**src/rtl/unibus_dma_master_pkg.sv**
```systemverilog
// Shared definitions for the Unibus NPR DMA master: FSM states, C1:C0 cycle codes
// and the fixed register words returned on the ARM read bus.
package unibus_dma_master_pkg;

    typedef enum logic [3:0] {
        S_IDLE,
        S_REQ,
        S_ACK,
        S_DRIVE,
        S_MSYN,
        S_WAIT,
        S_END,
        S_REL,
        S_FIN
    } dma_state_t;

    localparam logic [1:0] C_DATI  = 2'b00;
    localparam logic [1:0] C_DATIP = 2'b01;
    localparam logic [1:0] C_DATO  = 2'b10;
    localparam logic [1:0] C_DATOB = 2'b11;

    localparam logic [31:0] DM_IDENT = 32'h444D1001;
    localparam logic [31:0] DM_NOREG = 32'hDEADBEEF;

endpackage

```
**src/rtl/unibus_dma_master.sv**
```systemverilog
// Unibus NPR bus master: runs one single-word DATI/DATIP/DATO/DATOB cycle per ARM go
// command, with the same armwrite/armraddr register bus as the slave device blocks.
module unibus_dma_master
    import unibus_dma_master_pkg::*;
#(
    parameter logic [7:0]  DESKEW  = 8'd15,
    parameter logic [7:0]  SETTLE  = 8'd8,
    parameter logic [15:0] TIMEOUT = 16'd1000
) (
    input  logic        CLOCK,
    input  logic        RESET,
    input  logic        armwrite,
    input  logic [2:0]  armraddr,
    input  logic [2:0]  armwaddr,
    input  logic [31:0] armwdata,
    output logic [31:0] armrdata,
    input  logic        init_in_h,
    input  logic        npg_in_h,
    input  logic        bbsy_in_h,
    input  logic        ssyn_in_h,
    input  logic [15:0] d_in_h,
    output logic        npr_out_h,
    output logic        sack_out_h,
    output logic        bbsy_out_h,
    output logic        msyn_out_h,
    output logic [17:0] a_out_h,
    output logic [1:0]  c_out_h,
    output logic [15:0] d_out_h
);

    localparam logic [15:0] DESKEW_LAST = {8'd0, DESKEW} - 16'd1;
    localparam logic [15:0] SETTLE_LAST = {8'd0, SETTLE} - 16'd1;

    dma_state_t  state;
    logic [15:0] tcnt;
    logic        busy;
    logic        err;
    logic        done;
    logic        tmo_grant;
    logic        tmo_ssyn;
    logic [1:0]  cmd_c;
    logic [17:0] cmd_addr;
    logic [15:0] rdata;
    logic [15:0] wdata;

    logic go_wr;
    logic is_write;
    logic unused_wdata_bits;

    assign go_wr    = armwrite && (armwaddr == 3'd1) && armwdata[31];
    assign is_write = (cmd_c == C_DATO) || (cmd_c == C_DATOB);
    assign unused_wdata_bits = ^{armwdata[30:26], armwdata[23:18]};

    always_comb begin
        armrdata = DM_NOREG;
        case (armraddr)
            3'd0:    armrdata = DM_IDENT;
            3'd1:    armrdata = {busy, err, done, tmo_grant, tmo_ssyn, 1'b0, cmd_c,
                                 6'b0, cmd_addr};
            3'd2:    armrdata = {rdata, wdata};
            default: armrdata = DM_NOREG;
        endcase
    end

    always_ff @(posedge CLOCK or posedge RESET) begin
        if (RESET) begin
            state      <= S_IDLE;
            tcnt       <= '0;
            busy       <= 1'b0;
            err        <= 1'b0;
            done       <= 1'b0;
            tmo_grant  <= 1'b0;
            tmo_ssyn   <= 1'b0;
            cmd_c      <= '0;
            cmd_addr   <= '0;
            rdata      <= '0;
            wdata      <= '0;
            npr_out_h  <= 1'b0;
            sack_out_h <= 1'b0;
            bbsy_out_h <= 1'b0;
            msyn_out_h <= 1'b0;
            a_out_h    <= '0;
            c_out_h    <= '0;
            d_out_h    <= '0;
        end else begin
            if (armwrite && (armwaddr == 3'd2))
                wdata <= armwdata[15:0];

            if (init_in_h) begin
                // Bus INIT drops everything we drive and fails any cycle in progress.
                state      <= S_IDLE;
                tcnt       <= '0;
                npr_out_h  <= 1'b0;
                sack_out_h <= 1'b0;
                bbsy_out_h <= 1'b0;
                msyn_out_h <= 1'b0;
                a_out_h    <= '0;
                c_out_h    <= '0;
                d_out_h    <= '0;
                if (busy) begin
                    err  <= 1'b1;
                    done <= 1'b1;
                    busy <= 1'b0;
                end
            end else begin
                if (tcnt != 16'hFFFF)
                    tcnt <= tcnt + 16'd1;

                case (state)
                    S_IDLE: begin
                        if (go_wr) begin
                            cmd_c     <= armwdata[25:24];
                            cmd_addr  <= armwdata[17:0];
                            err       <= 1'b0;
                            done      <= 1'b0;
                            tmo_grant <= 1'b0;
                            tmo_ssyn  <= 1'b0;
                            busy      <= 1'b1;
                            npr_out_h <= 1'b1;
                            tcnt      <= '0;
                            state     <= S_REQ;
                        end
                    end
                    S_REQ: begin
                        if (npg_in_h) begin
                            npr_out_h  <= 1'b0;
                            sack_out_h <= 1'b1;
                            tcnt       <= '0;
                            state      <= S_ACK;
                        end else if (tcnt == TIMEOUT) begin
                            npr_out_h <= 1'b0;
                            err       <= 1'b1;
                            tmo_grant <= 1'b1;
                            tcnt      <= '0;
                            state     <= S_FIN;
                        end
                    end
                    S_ACK: begin
                        // Bus is ours once the grant is gone and the previous master has let go.
                        if (!npg_in_h && !bbsy_in_h && !ssyn_in_h) begin
                            bbsy_out_h <= 1'b1;
                            a_out_h    <= cmd_addr;
                            c_out_h    <= cmd_c;
                            d_out_h    <= is_write ? wdata : 16'd0;
                            tcnt       <= '0;
                            state      <= S_DRIVE;
                        end
                    end
                    S_DRIVE: begin
                        if (tcnt == DESKEW_LAST) begin
                            msyn_out_h <= 1'b1;
                            sack_out_h <= 1'b0;
                            tcnt       <= '0;
                            state      <= S_MSYN;
                        end
                    end
                    S_MSYN: begin
                        if (ssyn_in_h) begin
                            tcnt  <= '0;
                            state <= S_WAIT;
                        end else if (tcnt == TIMEOUT) begin
                            msyn_out_h <= 1'b0;
                            err        <= 1'b1;
                            tmo_ssyn   <= 1'b1;
                            tcnt       <= '0;
                            state      <= S_END;
                        end
                    end
                    S_WAIT: begin
                        if (tcnt == SETTLE_LAST) begin
                            if (!is_write)
                                rdata <= d_in_h;
                            msyn_out_h <= 1'b0;
                            tcnt       <= '0;
                            state      <= S_END;
                        end
                    end
                    S_END: begin
                        if (!ssyn_in_h || err) begin
                            bbsy_out_h <= 1'b0;
                            a_out_h    <= '0;
                            c_out_h    <= '0;
                            d_out_h    <= '0;
                            tcnt       <= '0;
                            state      <= S_REL;
                        end
                    end
                    S_REL: begin
                        tcnt  <= '0;
                        state <= S_FIN;
                    end
                    S_FIN: begin
                        done  <= 1'b1;
                        busy  <= 1'b0;
                        tcnt  <= '0;
                        state <= S_IDLE;
                    end
                    default: state <= S_IDLE;
                endcase
            end
        end
    end

endmodule

```
**config.mk**
```make
export PLATFORM = sky130hd
export DESIGN_NAME = unibus_dma_master
export DESIGN_NICKNAME = d
export VERILOG_FILES = /design/src/rtl/unibus_dma_master_pkg.sv /design/src/rtl/unibus_dma_master.sv
export SDC_FILE = /design/constraint.sdc
export NUM_CORES = 1
export LEC_CHECK = 0
export CORE_MARGIN = 4
export CORE_UTILIZATION = 50
export DETAILED_ROUTE_END_ITERATION = 8
export GPL_ROUTABILITY_DRIVEN = 1
export HOLD_SLACK_MARGIN = 0.05
export PLACE_DENSITY_LB_ADDON = 0.3
export SYNTH_ARGS = -nofsm -noshare
export SYNTH_HDL_FRONTEND = slang
export SYNTH_SLANG_ARGS = --single-unit
export TNS_END_PERCENT = 100
```
**constraint.sdc**
```tcl
create_clock -name CLOCK -period 5.58 [get_ports CLOCK]
set_input_delay 1.674 -clock CLOCK [delete_from_list [all_inputs] [get_ports CLOCK]]
set_output_delay 1.674 -clock CLOCK [all_outputs]
set_load 0.02 [all_outputs]
```
==> results of run 1 <==
[registers in the layout, summed over array words and instances, names as in the netlist]
register and flops:
tcnt 16, msyn_out_h 1, busy 1, wdata 16, npr_out_h 1, done 1, bbsy_out_h 1, state 4
tmo_grant 1, d_out_h 16, cmd_c 2, cmd_addr 18, err 1, c_out_h 2, rdata 16, sack_out_h 1
a_out_h 18, tmo_ssyn 1
[final cells by class]
class / instances / area (sq um) / area share
Sequential cell: 117 / 2930 / 0.379
Multi-Input combinational cell: 348 / 2610 / 0.338
Timing Repair Buffer: 133 / 1300 / 0.169
Clock buffer: 20 / 447 / 0.0579
Clock inverter: 12 / 200 / 0.0259
Tap cell: 140 / 175 / 0.0227
Inverter: 14 / 55.1 / 0.00713
[cell families after synthesis]
group           after synthesis  share of synthesized area
compound gates              138                      0.171
flops                       117                      0.509
fa+ha+maj                     3                    0.00653
buf+inv                      50                     0.0398
mux                          56                      0.116
xor+xnor                     13                     0.0198
simple gates                138                      0.138
[worst max-delay path by stage]
stage / slack [ns] / to / cells after the start / start
after floorplan: 0.81 / a_out_h[0] / 1 / RESET
after global placement: 0.27 / armrdata[17] / 5 / armraddr[0]
after detailed placement: 0.28 / armrdata[4] / 5 / armraddr[0]
after CTS: 0.26 / armrdata[4] / 5 / armraddr[0]
after global routing: 0.09 / armrdata[4] / 5 / armraddr[0]
final: 0.22 / armrdata[4] / 5 / armraddr[0]
[placed cells by master, fill, tap and decap left out, types with 4 or more instances in the layout]
cell,synthesis,final
or2_2,5,5
o21ai_0,12,12
buf_4,0,12
a22o_1,35,35
a211oi_1,8,8
nor2b_1,6,6
nor4_1,5,5
and2_1,4,4
bufinv_16,0,5
nand2_1,15,15
a21oi_1,36,36
mux2_2,43,43
nand4_1,4,4
nand2b_1,13,13
inv_1,14,13
o22ai_1,7,7
or3_1,4,4
clkdlybuf4s50_1,0,121
xnor2_1,11,11
o21bai_1,15,15
clkbuf_16,0,17
nor3_1,9,8
nand3_1,8,8
nor2_1,44,43
mux2_4,10,10
dfrtp_1,117,117
a22oi_1,7,7
[per-layer routing]
layer	share of wire	global-route usage	routed length [um]	vias to the layer above
li1	-	-	-	2118
met1	0.42	0.319	6560	2307
met2	0.49	0.391	7550	184
met3	0.066	0.0600	1020	33
met4	0.021	0.0782	326	0
met5	0	0	0	-
[power by group]
group	internal (mW)	total, mW	switching, mW	leakage [nW]
Clock	0.804	1.19	0.390	0.307
Sequential	0.953	1.07	0.114	1.57
Combinational	0.229	0.465	0.236	1.50
[critical path: cells and delay by family]
kind            cells  cell delay (ns)
buf+inv             2             1.21
compound gates      1             0.14
simple gates        2             0.67
==> run_results.csv, run 1 <==
group,metric,value,unit
flow_run,maxCapViolations,0,
pwr,peakVddDrop,0.287,mV
floorplanning,die_x,115,um
yosys,synth_top_flop_cell,"dfrtp_1",
pwr,finalPower,2.73,mW
finish,area_delta_synth_final,34.3,%
sta,holdWs,0.478,ns
clock_tree,cts_setup_buffers,0,
hold_path,hold_start,"c_out_h[1]",
pwr,leakagePower,3.38,nW
yosys,ys_seq_area_frac,0.509,
sta,rsz0062_at_grt,"false",
setup_path,cp_max_fo,6,
clock_tree,cts_tree,"built",
floorplanning,die_y,115,um
finish,num_antenna_cells,0,
setup_path,cpMaxStageDelayCell,"clkdlybuf4s50_1",
yosys,yosysUniqueCellTypes,57,
clock_tree,clockRootBuffer,"clkbuf_16",
floorplanning,rows,38,
setup_path,worst_r2r_path_depth,4,
yosys,synth_area_per_cell,11.2,sq um
placement,portBuffers,121,
drt,firstDrtPassIters,5,
setup_path,required,3.91,ns
placement,routabilityCongestion,0.921,
setup_path,path_common_cell,"clkdlybuf4s50_1",
placement,dp_hpwl,10.3,mm
grt,grt_max_degree,69,
drt,wl_per_cell,19.7,um
finish,fin_area,7720,sq um
grt,grt_use_total,0.241,
clock_tree,clk_pin_slew,0.06,ns
clock_tree,ctsResizeCount,0,
setup_path,cp.arrival,3.69,ns
yosys,synthesis.area,5750,sq um
yosys,synth-seq-cells,117,
run_status,status,"finished, final reports clean",
placement,placed_area,7070,sq um
grt,grt.overflow.total,0,
grt,grt_antenna_before_repair,0,
yosys,netlist.top_cell.by_area,"dfrtp_1",
yosys,synth_edf_count,0,
clock_tree,htree_levels,4,
sta,final_max_slew_viol_count,0,
yosys,syn_inst,515,
clock_tree,clock_path_buffers,2,
drt,drt_wl_total,15.5,mm
sta,max-slew-margin-rel,0.327,
drt,drt_drc_violations_left,0,
finish,final_cell_count_no_fill,784,
floorplanning,fp.coreArea,11000,sq um
drt,drt_iter0_drc,519,
sta,period_share,0.961,
floorplanning,initial_utilization,0.521,
finish,drive_above_1_share,0.180,
sta,hold_viol,0,
yosys,synth_top_area_frac,0.509,
yosys,synthesis.nets,579,
drt,drtAntennaViolNets,0,
finish,postLayoutCoreUtil,0.700,
finish,fin_nets,695,
sta,max_freq,0.187,GHz
setup_path,cp-end-kind,"primary output",
sta,setup_viol,0,
floorplanning,ioPinCount,133,
yosys,synth_async_sr_flop_share,1.00,
sta,layout_setup_ws,0.219,ns
grt,grt_pass1_vias,4724,
floorplanning,dieArea,13300,sq um
yosys,synth_area_leaders,"dfrtp_1 (51%), mux2_2 (8.4%), a22o_1 (5.3%)",
sta,period_minus_slack,5.36,ns
setup_path,slowest_delay,0.63,ns
clock_tree,hold_buffers,0,
sta,final.setup.tns,0,ns
drt,viasPerCell,5.92,
yosys,yosysMostFrequentCell,"dfrtp_1",
drt,dr_total_vias,4642,
yosys,ys_warn_count,0,
sta,fin_skew,0.00841,ns
hold_path,whs_path_depth,1,
placement,dp_cells,752,
setup_path,worst_r2r_endpoint,"rdata[1]",
setup_path,worst-setup-path-type,"input pin to primary output",
finish,n_fill_cell,819,
yosys,yosys-top-cells-count,"dfrtp_1 (117), nor2_1 (44), mux2_2 (43)",
setup_path,worstPathCellList,"clkdlybuf4s50_1 > nor2b_1 > a22oi_1 > nor2_1 > clkdlybuf4s50_1",
clock_tree,tritoncts.num_buffers,17,
hold_path,min_to,"c_out_h[1]",
clock_tree,clk_latency,0.42,ns
setup_path,r2r_setup_slack,2.84,ns
setup_path,startpoint_type,"input pin",
placement,post-place-ws,0.275,ns
hold_path,hold_class,"register to register",
pwr,p_per_area,353,nW/um^2
grt,grt_first_pass_wirelength,24.9,mm
setup_path,reg2reg_from,"state[2]",
sta,worstMarginPinSlew,1.01,ns
clock_tree,cts_num_sinks,117,
(Power assumes the default switching activity.)
==> run 2: changes to the inputs <==
SETUP_SLACK_MARGIN = 0.1   (was default)
SKIP_LAST_GASP = 1   (was default)
==> run 2 against run 1 <==
  * Non-clock buffer count did not move
  * Cell count stayed put
  * Utilization barely moved
  * Clock skew rose by 0.0012 ns
  * Design area barely moved
  * Hold slack barely moved
  * Critical path depth rose by 1
  * Sequential share of layout area about the same
  * Clock power hardly changed
  * Via count grew 0.41%
  * Global-route usage unchanged
  * Largest power group unchanged
  * Highest routed layer unchanged
==> run_results.csv, run 2 (synthesized netlist as in run 1, its figures left out) <==
group,metric,value,unit
sta,hold_viol,0,
clock_tree,htree_levels,4,
clock_tree,hold_buffers,0,
sta,rsz0062_at_grt,"false",
finish,fin_nets,695,
floorplanning,fp.coreArea,11000,sq um
hold_path,hold_class,"register to register",
setup_path,worst_path_dominant_cell_family,"buffers and inverters",
sta,max_freq,0.189,GHz
placement,dp_hpwl,10.3,mm
grt,grt_max_degree,69,
sta,period_minus_slack,5.29,ns
pwr,peakVddDrop,0.287,mV
finish,num_antenna_cells,0,
drt,drtAntennaViolNets,0,
finish,final_cell_mix,"clkdlybuf4s50_1 (121), dfrtp_1 (117), mux2_2 (43), nor2_1 (43), a21oi_1 (36)",
grt,grt_pass1_vias,4724,
grt,grt_first_pass_wirelength,24.9,mm
floorplanning,rows,38,
setup_path,cp_max_fo,7,
sta,fin_skew,0.00964,ns
drt,viasPerCell,5.95,
clock_tree,cts_setup_buffers,0,
sta,period_share,0.949,
setup_path,slowest_delay,0.62,ns
sta,worstMarginPinSlew,1.01,ns
setup_path,startpoint_type,"input pin",
setup_path,path_common_cell,"clkdlybuf4s50_1",
pwr,leakagePower,3.38,nW
setup_path,required,3.91,ns
clock_tree,clock_path_buffers,2,
grt,grt_use_total,0.241,
setup_path,cp.arrival,3.62,ns
floorplanning,die_y,115,um
grt,use_met3,0.0600,
clock_tree,clk_pin_slew,0.06,ns
sta,setup_viol,0,
finish,area_delta_synth_final,34.4,%
setup_path,cp-end-kind,"primary output",
grt,met1_usage,0.319,
flow_run,maxCapViolations,0,
finish,postLayoutCoreUtil,0.700,
drt,firstDrtPassIters,5,
drt,drt_drc_violations_left,0,
floorplanning,die_x,115,um
clock_tree,cts_tree,"built",
clock_tree,clk_latency,0.42,ns
clock_tree,ctsResizeCount,0,
setup_path,worst-setup-path-type,"input pin to primary output",
grt,grt_antenna_before_repair,0,
sta,max-slew-margin-rel,0.328,
floorplanning,initial_utilization,0.521,
placement,routabilityCongestion,0.921,
setup_path,worstPathCellList,"clkdlybuf4s50_1 > nor2b_1 > buf_4 > a22oi_1 > nor2_1 > clkdlybuf4s50_1",
grt,grt.overflow.total,0,
clock_tree,tritoncts.num_buffers,17,
floorplanning,ioPinCount,133,
setup_path,cp_num_buf_inv,3,
setup_path,cpMaxStageDelayCell,"clkdlybuf4s50_1",
clock_tree,cts_num_sinks,117,
drt,wl_per_cell,19.8,um
finish,reg_top3,"a_out_h x18, cmd_addr x18",
sta,final.setup.tns,0,ns
drt,drt_wl_total,15.5,mm
drt,dr_total_vias,4661,
pwr,p_per_area,353,nW/um^2
run_status,status,"finished, final reports clean",
finish,final_common_cell,"clkdlybuf4s50_1",
placement,portBuffers,121,
grt,busiest_layer,"met2",
sta,final_max_slew_viol_count,0,
floorplanning,dieArea,13300,sq um
clock_tree,clockRootBuffer,"clkbuf_16",
finish,drive_above_1_share,0.182,
drt,drt_iter0_drc,539,
grt,grtUsageMet2,0.391,
## run 2: cell count changes in the layout (fill, tap and decap cells not counted)
cell     before  now
nor2b_1       6    5
nor2b_2       0    1
## run 2: area by class of cell
cell class	count	area, sq um
Fill cell	818	3310
Multi-Input combinational cell	348	2620
Sequential cell	117	2930
Timing Repair Buffer	133	1300
Clock buffer	20	447
Clock inverter	12	200
Tap cell	140	175
Inverter	14	55.1
## run 2: path summary, 6_finish.rpt
path | from | cells after the start | slack [ns] | to
max in group asynchronous | RESET | 3 | 2.89 | cmd_addr[9]
hold / removal | c_out_h[1] | 1 | 0.48 | c_out_h[1]
setup reg to reg | state[2] | 4 | 2.81 | rdata[1]
hold reg to reg | c_out_h[1] | 1 | 0.48 | c_out_h[1]
min in group asynchronous | RESET | 2 | 1.79 | d_out_h[1]
setup / recovery | armraddr[1] | 6 | 0.29 | armrdata[14]
## run 2: where the power goes
group | internal [mW] | leakage [nW] | total [mW] | switching, mW
sequential | 0.953 | 1.57 | 1.07 | 0.114
combinational | 0.230 | 1.50 | 0.465 | 0.236
clock | 0.804 | 0.307 | 1.19 | 0.390
## run 2: metrics by stage
stage          cells  instance area (sq um)  total power [mW]  hold WS (ns)  setup slack [ns]
4_1_cts          784                   7720              2.74         0.482             0.256
5_1_grt          784                   7720              2.84         0.501             0.142
6_report         784                   7720              2.73         0.478             0.286
2_1_floorplan    515                   5750              1.36         0.473             0.805
3_5_place_dp     752                   7070              1.54         0.469             0.275
3_3_place_gp     752                   7070              1.52         0.459             0.275
## run 2: per-layer routing
layer	part of all wire	vias to the layer above	wire (um)
li1	-	2117	-
met1	0.43	2331	6600
met2	0.49	187	7620
met3	0.064	26	999
met4	0.017	0	266
met5	0	-	0
